<file path="src/rtl/aln_stats_collector.sv">
`default_nettype none
// ============================================================================
// Module      : aln_stats_collector
// Description : Consumes one aligned reference/query word pair from the banded
//               Smith-Waterman accelerator and reduces it to one statistics
//               record. The record holds the match, mismatch and gap counts,
//               a saturating linear-gap score and an illegal-column flag. The
//               record is offered on a valid/ready handshake.
//
// Ports
//   clk          : clock; all state updates on the rising edge
//   reset        : asynchronous, active-high; clears all state
//   aln_ready    : accelerator ready level; a rising level starts a capture
//   R_aligned    : aligned reference, column 0 in the top 3 bits
//   Q_aligned    : aligned query, same packing as R_aligned
//   out_valid    : result record valid
//   out_ready    : downstream accepts the record
//   match_cnt    : number of matching columns
//   mismatch_cnt : number of mismatching columns
//   gap_cnt      : number of columns with a gap on exactly one side
//   score        : signed saturating alignment score
//   invalid      : the record contained at least one illegal column
//   overflow     : sticky; an alignment arrived while busy and was dropped
//   busy         : high while scanning or while holding a record
//
// Revision    : 1.0  initial release
// ============================================================================
module aln_stats_collector #(
  parameter int NSYM     = 10,
  parameter int MATCH    = 2,
  parameter int MISMATCH = 1,
  parameter int GAP      = 2,
  parameter int SCORE_W  = 8,
  parameter int CNT_W    = 4
) (
  input  logic                      clk,
  input  logic                      reset,
  input  logic                      aln_ready,
  input  logic [NSYM*3-1:0]         R_aligned,
  input  logic [NSYM*3-1:0]         Q_aligned,
  output logic                      out_valid,
  input  logic                      out_ready,
  output logic [CNT_W-1:0]          match_cnt,
  output logic [CNT_W-1:0]          mismatch_cnt,
  output logic [CNT_W-1:0]          gap_cnt,
  output logic signed [SCORE_W-1:0] score,
  output logic                      invalid,
  output logic                      overflow,
  output logic                      busy
);

  localparam int                      c_WW    = NSYM * 3;
  localparam logic [CNT_W-1:0]        c_LAST  = CNT_W'(NSYM - 1);
  localparam logic [CNT_W-1:0]        c_ONE   = CNT_W'(1);
  localparam logic [2:0]              c_GAP   = 3'b100;
  localparam logic [2:0]              c_PAD   = 3'b111;
  localparam logic signed [SCORE_W:0] c_D_MAT = (SCORE_W+1)'(MATCH);
  localparam logic signed [SCORE_W:0] c_D_MIS = (SCORE_W+1)'(-MISMATCH);
  localparam logic signed [SCORE_W:0] c_D_GAP = (SCORE_W+1)'(-GAP);
  localparam logic signed [SCORE_W:0] c_S_MAX = (SCORE_W+1)'((1 << (SCORE_W-1)) - 1);
  localparam logic signed [SCORE_W:0] c_S_MIN = (SCORE_W+1)'(-(1 << (SCORE_W-1)));

  typedef enum logic [1:0] {
    S_IDLE = 2'd0,
    S_SCAN = 2'd1,
    S_DONE = 2'd2
  } state_t;

  state_t                      r_state;
  state_t                      w_state_nxt;
  logic                        r_ready_q;
  logic [c_WW-1:0]             r_r_sh;
  logic [c_WW-1:0]             r_q_sh;
  logic [CNT_W-1:0]            r_idx;
  logic [CNT_W-1:0]            r_match;
  logic [CNT_W-1:0]            r_mismatch;
  logic [CNT_W-1:0]            r_gap;
  logic signed [SCORE_W-1:0]   r_score;
  logic                        r_invalid;
  logic                        r_out_valid;
  logic                        r_overflow;

  logic                        w_rise;
  logic                        w_accept;
  logic                        w_capture;
  logic                        w_drop;
  logic                        w_last;
  logic [2:0]                  w_col_r;
  logic [2:0]                  w_col_q;
  logic                        w_r_base;
  logic                        w_q_base;
  logic                        w_is_match;
  logic                        w_is_mis;
  logic                        w_is_gap;
  logic                        w_is_pad;
  logic                        w_is_bad;
  logic signed [SCORE_W:0]     w_delta;
  logic signed [SCORE_W:0]     w_score_ext;
  logic signed [SCORE_W-1:0]   w_score_sat;

  // --------------------------------------------------------------------------
  // Handshake / control decode
  // --------------------------------------------------------------------------
  assign w_rise    = aln_ready & ~r_ready_q;
  assign w_accept  = (r_state == S_DONE) & r_out_valid & out_ready;
  // A rise is taken when idle, or when it lands on the edge that frees the
  // record; any other rise is lost and flagged.
  assign w_capture = w_rise & ((r_state == S_IDLE) | w_accept);
  assign w_drop    = w_rise & ~w_capture;
  assign w_last    = (r_idx == c_LAST);

  // --------------------------------------------------------------------------
  // FSM: state register and next-state logic
  // --------------------------------------------------------------------------
  always_ff @(posedge clk or posedge reset) begin
    if (reset) begin
      r_state <= S_IDLE;
    end else begin
      r_state <= w_state_nxt;
    end
  end

  always_comb begin
    w_state_nxt = r_state;
    case (r_state)
      S_IDLE: if (w_capture) w_state_nxt = S_SCAN;
      S_SCAN: if (w_last)    w_state_nxt = S_DONE;
      S_DONE: if (w_accept)  w_state_nxt = w_capture ? S_SCAN : S_IDLE;
      default:               w_state_nxt = S_IDLE;
    endcase
  end

  // --------------------------------------------------------------------------
  // Column classification (current column sits in the top 3 bits)
  // --------------------------------------------------------------------------
  assign w_col_r    = r_r_sh[c_WW-1 -: 3];
  assign w_col_q    = r_q_sh[c_WW-1 -: 3];
  assign w_r_base   = ~w_col_r[2];
  assign w_q_base   = ~w_col_q[2];
  assign w_is_match = w_r_base & w_q_base & (w_col_r == w_col_q);
  assign w_is_mis   = w_r_base & w_q_base & (w_col_r != w_col_q);
  assign w_is_gap   = (w_r_base & (w_col_q == c_GAP)) | (w_q_base & (w_col_r == c_GAP));
  assign w_is_pad   = (w_col_r == c_PAD) & (w_col_q == c_PAD);
  assign w_is_bad   = ~(w_is_match | w_is_mis | w_is_gap | w_is_pad);

  always_comb begin
    w_delta = '0;
    if (w_is_match)    w_delta = c_D_MAT;
    else if (w_is_mis) w_delta = c_D_MIS;
    else if (w_is_gap) w_delta = c_D_GAP;
  end

  // One guard bit is enough to detect a single step leaving the score range.
  assign w_score_ext = $signed({r_score[SCORE_W-1], r_score}) + w_delta;

  always_comb begin
    w_score_sat = w_score_ext[SCORE_W-1:0];
    if (w_score_ext > c_S_MAX)      w_score_sat = c_S_MAX[SCORE_W-1:0];
    else if (w_score_ext < c_S_MIN) w_score_sat = c_S_MIN[SCORE_W-1:0];
  end

  // --------------------------------------------------------------------------
  // Datapath and record registers
  // --------------------------------------------------------------------------
  always_ff @(posedge clk or posedge reset) begin
    if (reset) begin
      r_ready_q   <= 1'b0;
      r_r_sh      <= '0;
      r_q_sh      <= '0;
      r_idx       <= '0;
      r_match     <= '0;
      r_mismatch  <= '0;
      r_gap       <= '0;
      r_score     <= '0;
      r_invalid   <= 1'b0;
      r_out_valid <= 1'b0;
      r_overflow  <= 1'b0;
    end else begin
      r_ready_q <= aln_ready;
      if (w_drop) begin
        r_overflow <= 1'b1;
      end
      if (w_capture) begin
        r_r_sh      <= R_aligned;
        r_q_sh      <= Q_aligned;
        r_idx       <= '0;
        r_match     <= '0;
        r_mismatch  <= '0;
        r_gap       <= '0;
        r_score     <= '0;
        r_invalid   <= 1'b0;
        r_out_valid <= 1'b0;
      end else if (r_state == S_SCAN) begin
        // Shift pad in behind; the filler is never examined.
        r_r_sh <= {r_r_sh[c_WW-4:0], c_PAD};
        r_q_sh <= {r_q_sh[c_WW-4:0], c_PAD};
        r_idx  <= r_idx + c_ONE;
        if (w_is_match) r_match    <= r_match + c_ONE;
        if (w_is_mis)   r_mismatch <= r_mismatch + c_ONE;
        if (w_is_gap)   r_gap      <= r_gap + c_ONE;
        if (w_is_bad)   r_invalid  <= 1'b1;
        r_score <= w_score_sat;
        if (w_last) begin
          r_out_valid <= 1'b1;
        end
      end else if (w_accept) begin
        r_out_valid <= 1'b0;
      end
    end
  end

  assign out_valid    = r_out_valid;
  assign match_cnt    = r_match;
  assign mismatch_cnt = r_mismatch;
  assign gap_cnt      = r_gap;
  assign score        = r_score;
  assign invalid      = r_invalid;
  assign overflow     = r_overflow;
  assign busy         = (r_state != S_IDLE);

endmodule
`default_nettype wire

</file>
<file path="config.mk">
export PLATFORM = sky130hd
export DESIGN_NAME = aln_stats_collector
export DESIGN_NICKNAME = d
export VERILOG_FILES = /design/src/rtl/aln_stats_collector.sv
export SDC_FILE = /design/constraint.sdc
export NUM_CORES = 1
export LEC_CHECK = 0
export ABC_CLOCK_PERIOD_IN_PS = 3500
export CORE_MARGIN = 2
export CORE_UTILIZATION = 51
export CTS_CLUSTER_DIAMETER = 150
export DETAILED_ROUTE_END_ITERATION = 12
export MAX_ROUTING_LAYER = met4
export PLACE_DENSITY = 0.78
export SLEW_MARGIN = 25
export SYNTH_ARGS = -nofsm -noshare
export SYNTH_HDL_FRONTEND = slang
export SYNTH_SLANG_ARGS = --single-unit
</file>
<file path="constraint.sdc">
create_clock -name clk -period 3.5 [get_ports clk]
set_input_delay 0.35 -clock clk [delete_from_list [all_inputs] [get_ports clk]]
set_output_delay 0.35 -clock clk [all_outputs]
set_load 0.03 [all_outputs]
</file>
==> summary.md <==
| Metric | Value |
|---|---|
| Setup crit end kind | `register` |
| Global route overflow | `0` |
| Total GRT Usage | `22.3%` |
| Register area share after synthesis | `between 50% and 60%` |
| Row Count | `33` |
| Status | `finished clean` |
| Clock Path Buffers | `2` |
| Comb power frac | `55.8%` |
| Total Neg Setup Slack | `0 ps` |
| Post-route ant nets | `0` |
| Final net count | `550` |
| Most frequent cells in the layout | `dfrtp_1 (90), clkdlybuf4s50_1 (87), inv_1 (64)` |
| Class of the worst hold path | `in -> async` |
| Critical Path, Cell by Cell | `inv_1 > ha_1 > nor3_1 > a21oi_1 > buf_4 > ha_1 > o21ai_1 > nor3b_1 > a31oi_1 > o2111ai_2 > maj3_1 > a22o_1` |
| Minimum clock period | `3240 ps` |
| Final setup viols | `0` |
| DRT Wirelength | `about 9300 um` |
| Distinct cells, synth | `between 40 and 50` |
| Slew @ Worst Pin | `768 ps` |
| Initial Util | `52.1%` |
| Async SR Flop Fraction | `100%` |
| Max transition margin | `roughly 50%` |
| Routed len/inst | `about 16 um` |
| Total core area | `0.00818 sq mm` |
| Top Ports | `88` |
| Final period util | `92.6%` |
| Cell count after placement | `564` |
| NetSw | `between 2 and 3 mW` |
| MaxCap Viol Count | `0` |
| Chip Height | `95.4 um` |
| Die area | `slightly above 0.009 sq mm` |
| Clock power frac | `12.4%` |
| Fin cells | `slightly below 600` |
| Switching share of total power | `43.4%` |
| Layout cells sized above 1 | `7.58%` |
| Mapped Cells | `about 400` |
| Initial antenna violation count | `0` |
| Max stage delay on crit path | `420 ps` |
| Register bit total from synthesis | `90` |
| Internal power | `3.31 mW` |
| Largest net degree at the start of global routing | `70` |
| Number of global-route vias before repair | `3333` |
| Pwr Density | `1080 mW/mm^2` |
| Slowest cell on the critical path | `dfrtp_1` |
| Area grow syn2layout | `27.2%` |
| Maximum VDD drop | `0.443 mV` |
| Clock transition at path regs | `90 ps` |
| Number of synthesized flops with an enable pin | `0` |
| Syn_nets | `471` |
| Final GP Congestion | `0.798` |
| Hold Vio Cnt, Final | `0` |
| Ys flop type | `dfrtp_1` |
| DR vias/cell | `5.82` |
| CTS Hold Buffers Added | `0` |
| Postcts setup bufs | `0` |
| Commonest non-fill, non-tap cell in the layout | `dfrtp_1` |
| Sequential Power Share | `31.9%` |
| TritonRoute pass-1 iters | `7` |
| Clock Tree Root | `clkbuf_8` |
| WS Path Type | `reg -> reg` |
| RSZ-0062 raised after global routing | `no` |
| Resized Gates After CTS | `0` |
| Synth area leaders | `dfrtp_1 (53%), a222oi_1 (13%), inv_1 (5.7%)` |
| Global-route wire length before repair | `15500 um` |
| Yosys top cell area share | `52.8%` |
| Synthesized area | `around 0.0043 sq mm` |
| R2R setup slack | `260 ps` |
| CTS HTree Levels | `3` |
| Final clock skew | `8.38 ps` |
| WP data arrival | `between 3000 and 4000 ps` |
| Critical path startpoint category | `register` |
| TritonCTS clock tree | `built` |
| Leakage power | `between 2 and 3 nW` |
| Area leader, netlist | `dfrtp_1` |
| Post-synthesis average cell area | `10.9 sq um` |
| Clk sinks | `90` |
| HPWL Detailed | `6480 um` |
| Antenna diode count | `0` |
| # DRC | `0` |
| Routed vias | `around 3400` |
| Die extent in x | `95.4 um` |
| Yosys Warn Count | `0` |
| DR iter-0 viols | `436` |
| PortBufs | `slightly below 90` |
| CP Data Required Time | `approximately 3700 ps` |
| CP max FO | `7` |
| Crit path top cell by count | `ha_1` |
| Pins Over Slew Limit | `0` |
| Max Clk Rate | `308 MHz` |
| Clock latency at the later pin of the worst-skew pair | `approximately 360 ps` |
| CTS Buf Count | `9` |
-- sequential cells by signal, summed over array words and instances, names as in the netlist --
name          cells
invalid           1
match_cnt         4
r_idx             4
overflow          1
r_q_sh           30
r_r_sh           30
gap_cnt           4
r_ready_q         1
r_state           2
out_valid         1
score             8
mismatch_cnt      4
-- per-stage QoR --
stage	area, sq um	total power, mW	util, %	hold WS [ps]	setup WS, ps
2_1_floorplan	4260	4.30	-	381	419
3_3_place_gp	5220	5.00	63.9	460	417
3_5_place_dp	5220	5.14	63.9	470	277
4_1_cts	5420	5.88	66.3	334	256
5_1_grt	5420	6.37	66.3	354	13.6
6_report	5420	5.84	66.3	324	257
-- routing by layer --
metal | GRT usage (%) | wire length, um | share of wire [%]
met2 | 35.0 | 4460 | 48
met5 | - | 0 | 0
met1 | 30.1 | 4080 | 44
met4 | 5.95 | 119 | 1.3
met3 | 4.19 | 600 | 6.5
-- power by group through the flow --
stage                     clock network [mW]  logic [mW]  registers [mW]
after floorplan                            0        2.32            1.98
after global placement                     0        3.13            1.86
after detailed placement                   0        3.26            1.88
after CTS                              0.740        3.28            1.86
after global routing                   0.787        3.67            1.91
final                                  0.723        3.26            1.86
-- synthesized netlist by cell type, types with 6 or more instances --
| cell type | number |
|---|---|
| inv_1 | 65 |
| o22a_1 | 6 |
| nor2_1 | 22 |
| xor2_1 | 11 |
| o21ai_0 | 11 |
| a222oi_1 | 54 |
| nand2_1 | 21 |
| buf_2 | 6 |
| dfrtp_1 | 90 |
| ha_1 | 15 |
| clkbuf_1 | 16 |
| xnor2_1 | 7 |
-- final cells by class --
class,instances,area (sq um)
Clock buffer,9,124
Tap cell,105,131
Sequential cell,90,2250
Fill cell,654,2750
Timing Repair Buffer,93,916
Inverter,65,245
Clock inverter,7,76.3
Multi-Input combinational cell,211,1680
-- path summary, 6_finish.rpt --
kind | startpoint | end | cells after the start
min in group clk | aln_ready | r_ready_q | 1
hold reg to reg | overflow | overflow | 1
setup reg to reg | r_r_sh[29] | score[1] | 12
hold / removal | reset | r_r_sh[4] | 2
setup / recovery | r_r_sh[29] | score[1] | 12
max in group asynchronous | reset | r_idx[3] | 3
-- worst max-delay path, delay by kind of cell (launching register included) --
| family | cells | cell delay (ps) |
|---|---|---|
| simple gates | 2 | 450 |
| compound gates | 5 | 970 |
| flops | 1 | 420 |
| buf+inv | 2 | 250 |
| fa+ha+maj | 3 | 1030 |
-- cells by family after synthesis --
group,share of synthesized area (%)
muxes,0.705
AOI/OAI and AO/OA,20.4
DFF,52.8
xor gates and xnor gates,3.70
adders and majority gates,5.58
buffers and inverters,8.28
and+or+nand+nor,8.46
No activity file was read; power rests on OpenSTA's default activity.
